File: src/rtl/fetch_stage_if.sv
// Bus bundle between the fetch stage and its neighbours: the instruction
// memory request/ack channel and the valid/ready channel toward decode.
// The master modport is the fetch stage's view; slave is the environment's.
interface fetch_stage_if #(
   parameter int XLEN = 32
);
   logic            imem_req;
   logic [XLEN-1:0] imem_addr;
   logic            imem_ack;
   logic [31:0]     imem_rdata;
   logic            id_valid;
   logic            id_ready;
   logic [31:0]     id_instr;
   logic [XLEN-1:0] id_pc;

   modport master (
      output imem_req, imem_addr, id_valid, id_instr, id_pc,
      input  imem_ack, imem_rdata, id_ready
   );

   modport slave (
      input  imem_req, imem_addr, id_valid, id_instr, id_pc,
      output imem_ack, imem_rdata, id_ready
   );
endinterface

File: src/rtl/fetch_stage.sv
// Instruction-fetch stage of the riscie pipeline. Owns the PC, issues one
// word fetch at a time to instruction memory and buffers {pc, instr} pairs
// in a small FIFO that feeds decode. A redirect from a later stage flushes
// the buffer and any in-flight fetch.
// Optional feature: define FETCH_STATS_EN to add the fetch_count port, a
// free-running count of instructions handed to decode.
module fetch_stage #(
   parameter int              XLEN       = 32,
   parameter logic [XLEN-1:0] RESET_PC   = '0,
   parameter int              FIFO_DEPTH = 2
) (
   input  logic            clk,
   input  logic            rst,
   input  logic            redirect,
   input  logic [XLEN-1:0] redirect_pc,
   fetch_stage_if.master   bus
`ifdef FETCH_STATS_EN
   ,
   output logic [31:0]     fetch_count
`endif
);

   localparam int PW = (FIFO_DEPTH > 1) ? $clog2(FIFO_DEPTH) : 1;
   localparam int CW = PW + 1;

   typedef enum logic [1:0] {
      IDLE  = 2'd0,
      FETCH = 2'd1,
      FULL  = 2'd2,
      FLUSH = 2'd3
   } state_t;

   state_t          state;
   logic [XLEN-1:0] pc;
   logic [XLEN-1:0] addr;
   logic [XLEN-1:0] pc_next;
   logic [XLEN-1:0] target;

   logic [31:0]     instr_mem [FIFO_DEPTH];
   logic [XLEN-1:0] pc_mem    [FIFO_DEPTH];
   logic [PW-1:0]   wr_ptr;
   logic [PW-1:0]   rd_ptr;
   logic [CW-1:0]   count;
   logic [CW-1:0]   count_after_push;

   logic            head_valid;
   logic            push;
   logic            pop;

   // A redirect hides the head immediately so decode can never consume a
   // stale instruction in the redirect cycle; the id_* data is zeroed
   // whenever nothing valid is presented.
   assign target           = redirect_pc & ~XLEN'(3);
   assign pc_next          = pc + XLEN'(4);
   assign head_valid       = (count != '0);
   assign bus.id_valid     = head_valid & ~redirect;
   assign bus.id_instr     = bus.id_valid ? instr_mem[rd_ptr] : '0;
   assign bus.id_pc        = bus.id_valid ? pc_mem[rd_ptr] : '0;
   assign pop              = bus.id_valid & bus.id_ready;
   assign push             = (state == FETCH) & bus.imem_ack & ~redirect;
   assign count_after_push = count + CW'(1) - CW'(pop);
   assign bus.imem_req     = (state == FETCH) || (state == FLUSH);
   assign bus.imem_addr    = addr;

   // Fetch control: pc is the next address to fetch, addr is the address on
   // the bus. They only differ in FLUSH, where the old request must be held
   // until memory acknowledges it while pc already points at the target.
   always_ff @(posedge clk or posedge rst) begin
      if (rst) begin
         state <= IDLE;
         pc    <= RESET_PC;
         addr  <= RESET_PC;
      end else if (redirect) begin
         pc <= target;
         case (state)
            FETCH, FLUSH: begin
               if (bus.imem_ack) begin
                  state <= FETCH;
                  addr  <= target;
               end else begin
                  state <= FLUSH;
               end
            end
            default: begin
               state <= FETCH;
               addr  <= target;
            end
         endcase
      end else begin
         case (state)
            IDLE: begin
               state <= FETCH;
               addr  <= pc;
            end
            FETCH: begin
               if (bus.imem_ack) begin
                  pc   <= pc_next;
                  addr <= pc_next;
                  if (count_after_push < CW'(FIFO_DEPTH)) begin
                     state <= FETCH;
                  end else begin
                     state <= FULL;
                  end
               end
            end
            FULL: begin
               if (pop) begin
                  state <= FETCH;
               end
            end
            FLUSH: begin
               if (bus.imem_ack) begin
                  state <= FETCH;
                  addr  <= pc;
               end
            end
            default: begin
               state <= IDLE;
            end
         endcase
      end
   end

   // FIFO bookkeeping: a redirect empties the buffer outright; otherwise
   // push and pop may happen together, leaving the occupancy unchanged.
   always_ff @(posedge clk or posedge rst) begin
      if (rst) begin
         wr_ptr <= '0;
         rd_ptr <= '0;
         count  <= '0;
      end else if (redirect) begin
         wr_ptr <= '0;
         rd_ptr <= '0;
         count  <= '0;
      end else begin
         if (push) begin
            wr_ptr <= wr_ptr + PW'(1);
         end
         if (pop) begin
            rd_ptr <= rd_ptr + PW'(1);
         end
         count <= count + CW'(push) - CW'(pop);
      end
   end

   // FIFO storage; entries are only read when counted as valid, so the
   // array itself needs no reset.
   always_ff @(posedge clk) begin
      if (push) begin
         instr_mem[wr_ptr] <= bus.imem_rdata;
         pc_mem[wr_ptr]    <= pc;
      end
   end

`ifdef FETCH_STATS_EN
   // Count instructions handed to decode; only reset clears it, redirects do not.
   always_ff @(posedge clk or posedge rst) begin
      if (rst) begin
         fetch_count <= '0;
      end else if (pop) begin
         fetch_count <= fetch_count + 32'd1;
      end
   end
`endif

endmodule

File: src/flat_wrapper.sv
// flat-port wrapper written by rule: the top's interface ports become plain ports
module fetch_stage_flat 
#(
   parameter int              XLEN       = 32,
   parameter logic [XLEN-1:0] RESET_PC   = '0,
   parameter int              FIFO_DEPTH = 2
)
  (clk, rst, redirect, redirect_pc, bus_imem_req, bus_imem_addr, bus_id_valid, bus_id_instr, bus_id_pc, bus_imem_ack, bus_imem_rdata, bus_id_ready);
  fetch_stage_if #(.XLEN(XLEN)) bus_i ();
  input  logic clk;
  input  logic rst;
  input  logic redirect;
  input  logic [XLEN-1:0] redirect_pc;
  output wire logic [$bits(bus_i.imem_req)-1:0] bus_imem_req;
  output wire logic [$bits(bus_i.imem_addr)-1:0] bus_imem_addr;
  output wire logic [$bits(bus_i.id_valid)-1:0] bus_id_valid;
  output wire logic [$bits(bus_i.id_instr)-1:0] bus_id_instr;
  output wire logic [$bits(bus_i.id_pc)-1:0] bus_id_pc;
  input wire logic [$bits(bus_i.imem_ack)-1:0] bus_imem_ack;
  input wire logic [$bits(bus_i.imem_rdata)-1:0] bus_imem_rdata;
  input wire logic [$bits(bus_i.id_ready)-1:0] bus_id_ready;
  assign bus_imem_req = bus_i.imem_req;
  assign bus_imem_addr = bus_i.imem_addr;
  assign bus_id_valid = bus_i.id_valid;
  assign bus_id_instr = bus_i.id_instr;
  assign bus_id_pc = bus_i.id_pc;
  assign bus_i.imem_ack = bus_imem_ack;
  assign bus_i.imem_rdata = bus_imem_rdata;
  assign bus_i.id_ready = bus_id_ready;
  fetch_stage #(.XLEN(XLEN), .RESET_PC(RESET_PC), .FIFO_DEPTH(FIFO_DEPTH)) u_core (.clk(clk), .rst(rst), .redirect(redirect), .redirect_pc(redirect_pc), .bus(bus_i));
endmodule
File: config.mk
export PLATFORM = sky130hd
export DESIGN_NAME = fetch_stage_flat
export DESIGN_NICKNAME = d
export VERILOG_FILES = /design/src/rtl/fetch_stage_if.sv /design/src/rtl/fetch_stage.sv /design/src/flat_wrapper.sv
export SDC_FILE = /design/constraint.sdc
export NUM_CORES = 1
export LEC_CHECK = 0
export BUFFER_PORTS_ARGS = -buffer_cell sky130_fd_sc_hd__buf_2
export CAP_MARGIN = 10
export CORE_ASPECT_RATIO = 0.9
export CORE_MARGIN = 5
export CORE_UTILIZATION = 30
export DETAILED_ROUTE_END_ITERATION = 7
export PLACE_DENSITY_LB_ADDON = 0.1
export SKIP_CTS_REPAIR_TIMING = 1
export SLEW_MARGIN = 10
export SYNTH_ARGS = -nofsm -noshare
export SYNTH_HDL_FRONTEND = slang
export SYNTH_SLANG_ARGS = --single-unit
File: constraint.sdc
create_clock -name clk -period 7.45 [get_ports clk]
set_input_delay 0.3725 -clock clk [delete_from_list [all_inputs] [get_ports clk]]
set_output_delay 0.3725 -clock clk [all_outputs]
set_load 0.05 [all_outputs]
==> impl_metrics.ini <==
[place]
dp_cells = 1202
hpwl_mm = 15.3
port_buffers = 162
place_congestion = 0.766
placed_area_um2 = 9850

[pwr]
clkPwrFrac_pct = 30.8
intPower_mw = 1.85
combPwrFrac_pct = 23.0
p_sw_share_pct = 34.9
p_sw_uw = 994
power_leakage_nw = 3.98
irDropWorstVdd_mv = 0.166
p_total_mw = 2.85
p_per_area_nw_per_um2 = 274
seqPwrFrac_pct = 46.3

[logic_synthesis]
synthArstFlopShare_pct = 35.1
synth_area_um2 = 8700
seq_area_frac_synth_pct = 62.1
netlist_instances = 712
yosysMostFrequentCell = edfxtp_1
yosysTopAreaCell = edfxtp_1
synth.avg_cell_area_um2 = 12.2
synth_top_family_by_area = simple AND/OR/NAND/NOR gates
synthSimpleGateAreaFrac_pct = 14.1
synth-compound-area-share_pct = 5.18
synth_edf_count = 124
synth_warnings = 0
synthTopCellsByCount = edfxtp_1, nor2_1, dfrtp_1
synthFlopType = edfxtp_1
synth_xor_area_share_pct = 5.94
yosysUniqueCellTypes = 51
synth_mux_area_share_pct = 9.19
synth_fa_ha_area_share_pct = 0.575
ys_ff_latch = 191
synth_top_area_share_pct = 42.8
synthTopCellsByArea = edfxtp_1, dfrtp_1, mux2i_1

[routing]
via_per_inst = 4.76
via_count = 5868
routed_wl_mm = 23.5
drtIter0Drc = 321
first_pass_iters = 5
detail-route-antenna-nets = 0
drc = 0
post_drt_wl_per_cell_um = 19.1

[clock_network]
htreeDepth = 4
clockRootBuffer = clkbuf_16
cts-buffers-inserted = 17
clock_path_buffers = 2
clk-insertion-delay-late_ps = 430
cts_tree = built
cts_sinks = 191
clkTransAtPathRegs_ps = 80

[grt]
grt_pass1_vias = 5856
grt_pass1_wl_mm = 35.7
grt_max_degree = 68
grt-ovfl-total = 0
grt_usage_pct = 14.4
antenna_found_initial = 0

[hold_path]
min_to = u_core.instr_mem[1][3]
whs_path_depth = 1
worstHoldStart = bus_imem_rdata[3]
hp-class = in -> reg

[critical_path]
rrSetupSlack_ps = 4790
reg2reg_to = u_core.pc_mem[1][7]
crit_required_ps = 7080
start_kind = register
cp-end-kind = output port
path_class = reg -> out
r2r-start = u_core.state[0]
path_max_fanout = 55
critPathArrivalTime_ps = 2540
reg2regPathDepth = 3

[sta]
skew_ps = 16.2
fin_crit_ps = 2910
worst_pin_slew_ps = 1050
timing.final.max_slew_violations = 0
max_freq_ghz = 0.343
setup_viol = 0
relSlewSlack_pct = 29.8
tns_ps = 0
hold_viol = 0
rsz0062_at_grt = no
fin_crit_sh_pct = 39.1

[flow_run]
cap_violations = 0

[floorplanning]
num_io_pins = 167
die_w_um = 190
core_um2 = 28800
die_y_um = 172
die_area_um2 = 32500
core.rowCount = 59
initial_core_util_pct = 30.2

[layout]
final_cells = 1233
final_nets = 928
final_core_util_pct = 36.1
stdcell_area_um2 = 10400
num_antenna_cells = 0
drive_above_1_share_pct = 26.8
area_growth_pct = 19.5

[status]
status = completed
==> power groups by stage <==
stage	sequential [mW]	clock [mW]	combinational, mW
after floorplan	1.40	0	0.411
after global placement	1.34	0	0.665
after detailed placement	1.34	0	0.667
after CTS	1.32	0.906	0.669
after global routing	1.33	0.946	0.708
final	1.32	0.876	0.654
==> flip-flops by register name, indices dropped and copies added, names as in the netlist <==
signal                cells
u_core.bus.imem_addr     31
u_core.wr_ptr             1
u_core.instr_mem         64
u_core.pc_mem            60
u_core.state              2
u_core.rd_ptr             1
u_core.pc                30
u_core.count              2
==> final cells by class <==
class                           instances  area, um^2
Clock inverter                         13         120
Multi-Input combinational cell        465        3070
Fill cell                            2882       18400
Inverter                                8        30.0
Sequential cell                       191        5400
Tap cell                              366         458
Timing Repair Buffer                  172         886
Clock buffer                           18         429
==> routing by layer <==
metal | GRT usage, % | wire length (um)
met1 | 20.9 | 11300
met2 | 22.6 | 10800
met3 | 3.39 | 1230
met4 | 2.55 | 146
met5 | 0 | 0
==> layout by cell type, fill, tap and decap left out, drive strengths merged, types with 4 or more instances in the layout <==
master	netlist	layout
dfrtp	67	67
mux2i	63	63
o31ai	4	4
nand2b	5	5
buf	24	172
edfxtp	124	124
ha	4	4
a22oi	4	4
nand4	24	24
clkbuf	25	18
o21ai	29	29
mux2	15	15
nor2	95	95
nand3	23	23
nand2	56	56
inv	8	16
nor4	4	4
nand3b	8	8
a21oi	16	16
and3	6	6
o221ai	9	9
xnor2	26	26
nor3	14	14
xor2	33	33
==> worst max path at each step <==
| stage | slack, ps | cells after the start | endpoint | start |
|---|---|---|---|---|
| finish | 4540 | 4 | bus_id_pc[31] | u_core.rd_ptr |
| floorplan | 1870 | 3 | u_core.instr_mem[0][0] | redirect |
| detailed placement | 4240 | 13 | u_core.count[1] | redirect |
| global placement | 4300 | 12 | u_core.count[0] | redirect |
| global route | 4360 | 4 | bus_id_pc[31] | u_core.rd_ptr |
| CTS | 4410 | 4 | bus_id_pc[31] | u_core.rd_ptr |
==> metrics by stage <==
step,hold WS [ps],setup slack [ps]
after global placement,468,4300
final,123,4540
after floorplan,437,1870
after CTS,105,4410
after global routing,98.8,4360
after detailed placement,468,4240
==> worst max-delay path: stages, from the launching register on <==
cell,delay [ps]
dfrtp_4,530
buf_4,790
mux2i_1,260
nor2_1,150
buf_2,300
==> kinds of logic after synthesis <==
kind of cell | after synthesis
flip-flops | 191
buffers and inverters | 57
AO/OA/AOI/OAI | 72
adder cells (fa/ha/maj) | 4
multiplexers | 78
other | 1
XOR/XNOR | 59
AND/OR/NAND/NOR | 250
Note: power is estimated with default switching activity, not from simulation.
